**src/rtl/instr_fetch_unit.sv**
```systemverilog
// Program-counter and fetch sequencer between the execute stage and a synchronous
// instruction ROM. It presents the PC as the ROM address and waits out the ROM read
// latency. It then captures the instruction, resolves JMP and HALT locally, and offers
// every other instruction to execute over a valid/ready handshake.
module instr_fetch_unit #(
   parameter int          ADDR_W      = 4,
   parameter int          DATA_W      = 8,
   parameter int          ROM_LATENCY = 1,
   parameter int          RESET_PC    = 0,
   parameter logic [3:0]  OPC_JMP     = 4'hE,
   parameter logic [3:0]  OPC_HALT    = 4'hF
) (
   input  logic              clk,
   input  logic              rst_n,
   input  logic              start,
   output logic [ADDR_W-1:0] rom_addr,
   input  logic [DATA_W-1:0] rom_data,
   output logic              instr_valid,
   input  logic              instr_ready,
   output logic [3:0]        opcode,
   output logic [3:0]        operand,
   output logic [ADDR_W-1:0] pc_out,
   input  logic              branch_req,
   input  logic [ADDR_W-1:0] branch_target,
   output logic              halted,
   output logic [7:0]        fetch_count
);

   localparam logic [1:0] IDLE   = 2'd0;
   localparam logic [1:0] FETCH  = 2'd1;
   localparam logic [1:0] ISSUE  = 2'd2;
   localparam logic [1:0] HALTED = 2'd3;

   // Wait counter spans ROM_LATENCY+2 edges; the last value marks the capture edge.
   localparam int          CNT_W    = (ROM_LATENCY + 2 > 2) ? $clog2(ROM_LATENCY + 2) : 1;
   localparam logic [CNT_W-1:0] CNT_LAST = CNT_W'(ROM_LATENCY + 1);
   // When the address was already driven on the previous edge (accept or JMP), the
   // ROM sees it one edge earlier, so the wait starts one step in.
   localparam logic [CNT_W-1:0] CNT_REDIRECT = CNT_W'(1);

   logic [1:0]        state_r;
   logic [CNT_W-1:0]  cnt_r;
   logic [ADDR_W-1:0] pc_r;
   logic [ADDR_W-1:0] next_pc_s;
   logic [3:0]        cap_opcode_s;
   logic [3:0]        cap_operand_s;

   // Split the ROM word and compute the PC that follows an accepted instruction.
   always_comb begin
      cap_opcode_s  = rom_data[DATA_W-1 -: 4];
      cap_operand_s = rom_data[3:0];
      if (branch_req) begin
         next_pc_s = branch_target;
      end else begin
         next_pc_s = pc_r + ADDR_W'(1);
      end
   end

   // Fetch FSM: address generation, latency wait, capture/decode and issue handshake.
   always_ff @(posedge clk or negedge rst_n) begin
      if (!rst_n) begin
         state_r     <= IDLE;
         cnt_r       <= '0;
         pc_r        <= ADDR_W'(RESET_PC);
         rom_addr    <= ADDR_W'(RESET_PC);
         instr_valid <= 1'b0;
         opcode      <= 4'h0;
         operand     <= 4'h0;
         pc_out      <= '0;
         halted      <= 1'b0;
         fetch_count <= 8'h00;
      end else begin
         case (state_r)
            IDLE: begin
               if (start) begin
                  state_r  <= FETCH;
                  rom_addr <= pc_r;
                  cnt_r    <= '0;
               end
            end
            FETCH: begin
               if (cnt_r == CNT_LAST) begin
                  if (cap_opcode_s == OPC_JMP) begin
                     // Jump resolved locally; a jump to itself simply refetches forever.
                     pc_r     <= ADDR_W'(cap_operand_s);
                     rom_addr <= ADDR_W'(cap_operand_s);
                     cnt_r    <= CNT_REDIRECT;
                  end else if (cap_opcode_s == OPC_HALT) begin
                     state_r <= HALTED;
                     halted  <= 1'b1;
                  end else begin
                     opcode      <= cap_opcode_s;
                     operand     <= cap_operand_s;
                     pc_out      <= pc_r;
                     instr_valid <= 1'b1;
                     state_r     <= ISSUE;
                  end
               end else begin
                  cnt_r <= cnt_r + CNT_W'(1);
               end
            end
            ISSUE: begin
               if (instr_ready) begin
                  if (fetch_count != 8'hFF) begin
                     fetch_count <= fetch_count + 8'h01;
                  end
                  pc_r        <= next_pc_s;
                  rom_addr    <= next_pc_s;
                  instr_valid <= 1'b0;
                  cnt_r       <= CNT_REDIRECT;
                  state_r     <= FETCH;
               end
            end
            HALTED: begin
               state_r <= HALTED;
            end
            default: begin
               state_r     <= IDLE;
               instr_valid <= 1'b0;
            end
         endcase
      end
   end

endmodule

```
**config.mk**
```make
export PLATFORM = sky130hd
export DESIGN_NAME = instr_fetch_unit
export DESIGN_NICKNAME = d
export VERILOG_FILES = /design/src/rtl/instr_fetch_unit.sv
export SDC_FILE = /design/constraint.sdc
export NUM_CORES = 1
export LEC_CHECK = 0
export BUFFER_PORTS_ARGS = -buffer_cell sky130_fd_sc_hd__buf_2
export CAP_MARGIN = 25
export CORE_MARGIN = 3
export CORE_UTILIZATION = 47
export CTS_CLUSTER_SIZE = 16
export DETAILED_ROUTE_END_ITERATION = 12
export PLACE_DENSITY = 0.74
export SLEW_MARGIN = 30
export SYNTH_ARGS = -nofsm -noshare
export SYNTH_HDL_FRONTEND = slang
export SYNTH_SLANG_ARGS = --single-unit
```
**constraint.sdc**
```tcl
create_clock -name clk -period 1.9 [get_ports clk]
set_clock_uncertainty 0.05 [all_clocks]
set_input_delay 0.19 -clock clk [delete_from_list [all_inputs] [get_ports clk]]
set_output_delay 0.19 -clock clk [all_outputs]
set_load 0.01 [all_outputs]
```
### After elaboration in Yosys (flattened, before gate mapping)

Index checks and enable logic that the tools add are counted.

| storage, ports and cells | value |
|---|---|
| output and inout bits | 26 |
| input bits | 17 |
| flip-flop bits (word level) | 34 |

| cells by class | value |
|---|---|
| multiplexer cells | 22 |
| equality and inequality tests | 14 |
| bitwise logic cells | 2 |
| reduce and logical (&&, ||, !) cells | 11 |
| add/subtract/negate cells | 3 |

Operators with widths:

| cell | number |
|---|---|
| two-way mux 4 bit | 5 |
| AND reduction 4 bit | 5 |
| two-way mux 2 bit | 7 |
| != test 2 bit, second input constant | 6 |
| case mux 4 bit (3 select lines) | 1 |
| AND reduction 5 bit | 2 |
| adder 8 x 1 -> 8 bit, second input constant | 1 |
| equality test 4 bit, second input constant | 2 |
| != test 8 bit, second input constant | 1 |
| case mux 2 bit (4 select lines) | 1 |
| case mux 4 bit (2 select lines) | 1 |
| equality test 2 bit, second input constant | 3 |
| case mux 2 bit (3 select lines) | 1 |
| two-way mux 1 bit | 5 |
| adder 4 x 1 -> 4 bit, second input constant | 1 |
| != test 3 bit, second input constant | 1 |
| AND reduction 3 bit | 1 |
| nonzero test 3 bit | 1 |
| adder 2 x 1 -> 2 bit, second input constant | 1 |
| equality test 2 x 1 -> 1 bit, second input constant | 1 |
| logical NOT 2 bit | 1 |
| NOT 1 bit | 2 |
| case mux 1 bit (2 select lines) | 1 |
| nonzero test 2 bit | 1 |

### Longest topological paths before layout

| depth | value |
|---|---|
| depth after elaboration | 5 |
| depth in mapped cells | 8 |
| depth with buffers taken out | 6 |

### Worst setup path before layout

No wires, ideal clock.

| timing | value |
|---|---|
| kind | register to register |
| start point | register state_r[0] |
| end point | register rom_addr[0] |
| period minus slack after synthesis | 2.108 ns |
| setup slack | -0.208 ns |
| stages on the path, launching flop included | 9 |
| arrival | 1.933 ns |
| setup time | 0.125 ns |
| path through | dfrtp_1 -> inv_1 -> ha_1 -> nor2b_4 -> or3_1 -> buf_2 -> or2_1 -> buf_6 -> mux2_4 |

| between the ends | value |
|---|---|
| cells in the longest elaborated chain, start to end | 3 |

RTL lines:

| item | RTL line | text |
|---|---|---|
| start: declaration | 41 | `logic [1:0] state_r;` |
| start signal: assignment | 62 | `state_r <= IDLE;` |
| start signal: assignment | 76 | `state_r <= FETCH;` |
| start signal: assignment | 89 | `state_r <= HALTED;` |
| equality test 2 x 1 -> 1 bit (tied with other cells) | 73 | `case (state_r)` |
| != test 2 bit (no source line) / nonzero test 3 bit (equally long branches) | - |  |
| AND reduction 5 bit (no source line) | - |  |
| end signal: assignment | 65 | `rom_addr <= ADDR_W'(RESET_PC);` |
| end signal: assignment | 77 | `rom_addr <= pc_r;` |
| end signal: assignment | 86 | `rom_addr <= ADDR_W'(cap_operand_s);` |
| end: declaration | 16 | `output logic [ADDR_W-1:0] rom_addr,` |

Parallel ways exist; a longest one is shown, timed or not.
A chain may end at the register's enable or synchronous reset.

### Worst setup path after layout

| timing | value |
|---|---|
| start point | register state_r[1] |
| end point | register rom_addr[0] |

The elaborated chain is that of the path after synthesis.

==> flow_summary.json <==
{
  "status": "finished clean",
  "antenna_cells": 0,
  "final_area_um2": 2190,
  "slowest_delay_ns": 0.42,
  "hpwl_um": 2750,
  "cp-start-kind": "flip-flop",
  "r2r_cells": 5,
  "crit_path_end_kind": "flip-flop",
  "layout_min_cycle_time_ns": 1.86,
  "syn_inst": 157,
  "crit_start": "state_r[1]$_DFFE_PN0P_",
  "grt_max_degree": 35,
  "syn_area_um2": 1740,
  "postSynthAreaPerCell_um2": 11.1,
  "fillers": 272,
  "cp-endpoint": "rom_addr[0]$_DFFE_PN0P_",
  "crit_fanout": 4,
  "htree_num_levels": 2,
  "rsz0062_at_grt": "yes",
  "cp_data_required_time_ns": 2.02,
  "synth-seq-area-share_pct": 48.9,
  "crit_path_cell_trace": "buf_4 > ha_1 > or3_1 > or2_4 > mux2_4",
  "portBuffers": 42,
  "num_rows": 21,
  "drtAntennaViolNets": 0,
  "regArea_um2": 851,
  "area_delta_synth_final_pct": 25.7,
  "relSlewSlack_pct": 50.6,
  "synthFlopType": "dfrtp_1",
  "worst-setup-path-type": "flip-flop to flip-flop",
  "io_pins": 43,
  "finalPower_mw": 3.03,
  "routedWlPerCell_um": 14.2,
  "fin_setup_tns_ns": 0,
  "cts_root_buf": "clkbuf_8",
  "async_flop_share_pct": 100,
  "hold_path.class": "input pin to flip-flop",
  "dpl_cell_area_um2": 2030,
  "max-cap-violations": 0,
  "setup_violations": 0,
  "fin_crit_sh_pct": 98.0,
  "p_per_area_nw_per_um2": 1380,
  "clk_pin_slew_ns": 0.06,
  "core-area_um2": 3440,
  "insertion_delay_ns": 0.29,
  "num-nets-final": 233,
  "antenna_found_initial": 0,
  "r2r_end": "rom_addr[0]$_DFFE_PN0P_",
  "synth-seq-cells": 34,
  "grtUsageTotal_pct": 18.2,
  "drive_gt1_share_pct": 38.9,
  "detail_route.first_pass.iterations": 4,
  "die_y_um": 66.9,
  "cts_tree": "done",
  "arrival_ns": 1.98,
  "tightest_slew_ns": 0.741,
  "synth_edf_count": 0,
  "cts_buffers": 5,
  "grt_pass1_vias": 1308,
  "die_w_um": 66.9,
  "grt_pass1_wl_um": 5890,
  "multi_input_area_um2": 840,
  "cts_buffer_depth": 2,
  "wirelength_um": 3650,
  "slowest_stage": "dfrtp_1",
  "syn-num-nets": 180,
  "die_area_um2": 4470,
  "p_leak_nw": 1.07,
  "vias": 1350,
  "drcViolationCount": 0,
  "slew_violations": 0,
  "initial_utilization_pct": 50.6,
  "post_drt_via_cell_ratio": 5.25,
  "yosysWarnings": 0,
  "peakVddDrop_mv": 0.530,
  "reg2reg_from": "state_r[1]$_DFFE_PN0P_",
  "gr-total-overflow": 0,
  "clock_sinks": 34,
  "place_congestion": 0.792,
  "synth_cell_type_count": 44,
  "max_freq_mhz": 537,
  "reg2reg_slack_ns": 0.04,
  "hold_violations": 0,
  "drt_iter0_drc": 72
}
## worst min path at each step
| stage | startpoint | end | slack, ns | depth (start not counted) |
|---|---|---|---|---|
| detailed placement | rst_n | pc_out[2]$_DFFE_PN0P_ | 0.25 | 1 |
| floorplan | rst_n | cnt_r[0]$_DFFE_PN0P_ | -0.16 | 0 |
| CTS | rom_data[5] | opcode[1]$_DFFE_PN0P_ | 0.09 | 2 |
| global placement | rst_n | pc_out[2]$_DFFE_PN0P_ | 0.24 | 1 |
| global route | rom_data[5] | opcode[1]$_DFFE_PN0P_ | 0.09 | 2 |
| finish | rom_data[5] | opcode[1]$_DFFE_PN0P_ | 0.1 | 2 |
## worst max-delay path: cells and delay by family (launching register included)
| family | cells | cell delay (ns) |
|---|---|---|
| adder cells (fa/ha/maj) | 1 | 0.17 |
| AND/OR/NAND/NOR | 2 | 0.66 |
| buffers and inverters | 1 | 0.15 |
| multiplexers | 1 | 0.30 |
| flip-flops | 1 | 0.42 |
## cell usage in the layout (no fill, tap or decap), types with 3 or more instances in the layout
cell type  count
mux2_4         4
and3_1         3
inv_1          5
dfrtp_1       34
a31oi_1        3
ha_1           4
nand2_1       14
nand4_1        3
o21ai_0        8
nand2b_1       4
buf_2         42
mux2_1         5
nand3_1        4
buf_4         11
clkbuf_8       8
xnor2_1        6
mux2_2         7
nor2_1         7
## report_power, final
part / switching (mW) / internal (mW)
combinational: 0.601 / 0.628
sequential: 0.191 / 0.995
clock: 0.247 / 0.365
total: 1.04 / 1.99
## logic make-up after synthesis
kind of cell	count (synthesis)	share of synthesized area (%)
AOI/OAI and AO/OA	30	12.3
xor gates and xnor gates	8	4.03
adders and majority gates	6	4.31
buffers and inverters	15	3.74
DFF	34	48.9
muxes	18	12.4
and+or+nand+nor	46	14.4
## layer usage
metal / vias up / share of wire [%] / GRT usage, %
met1: 656 / 42 / 20.7
met2: 28 / 52 / 30.6
met4: 0 / 2.0 / 9.37
li1: 661 / - / -
met5: - / 0 / 0
met3: 5 / 4.5 / 5.56
## cells in the mapped netlist (all sizes together), types with 4 or more instances
master,instances,area (um2)
clkbuf,5,18.8
dfrtp,34,851
ha,6,75.1
inv,7,26.3
mux2,16,195
nand2,14,52.6
nand2b,4,25.0
nand3,4,20.0
nor2,7,26.3
o21ai,9,45.0
xnor2,6,52.6
## area by class of cell
type | count | share of cell area [%]
clock buffer | 8 | 5.03
inverter | 7 | 1.20
multi-input combinational | 108 | 38.4
sequential | 34 | 38.9
tap | 46 | 2.63
timing repair buffer | 54 | 13.8
## flip-flops by register name (all words and copies together) (netlist names), 2 cells and up
signal and count:
state_r 2, fetch_count 8, pc_out 4, operand 4
opcode 4, pc_r 4, cnt_r 2, rom_addr 4
## metrics by stage
step | util [%] | setup WS, ns | hold WS [ns] | instances
floorplan | - | -0.159 | -0.156 | 157
global placement | 59.0 | 0.00132 | 0.237 | 245
detailed placement | 59.0 | -0.0599 | 0.249 | 245
CTS | 63.0 | 0.00529 | 0.0914 | 256
global route | 63.5 | -0.00276 | 0.0939 | 257
finish | 63.5 | 0.0385 | 0.0971 | 257
## repair_timing
action	4_1_cts	5_1_grt
hold buffers	1	0
endpoints found under the hold margin	34	0
setup endpoints to repair	4	14
setup buffers	2	1
pin swaps	0	1
gates resized for setup	1	5
Power figures use the tool's default switching activity.
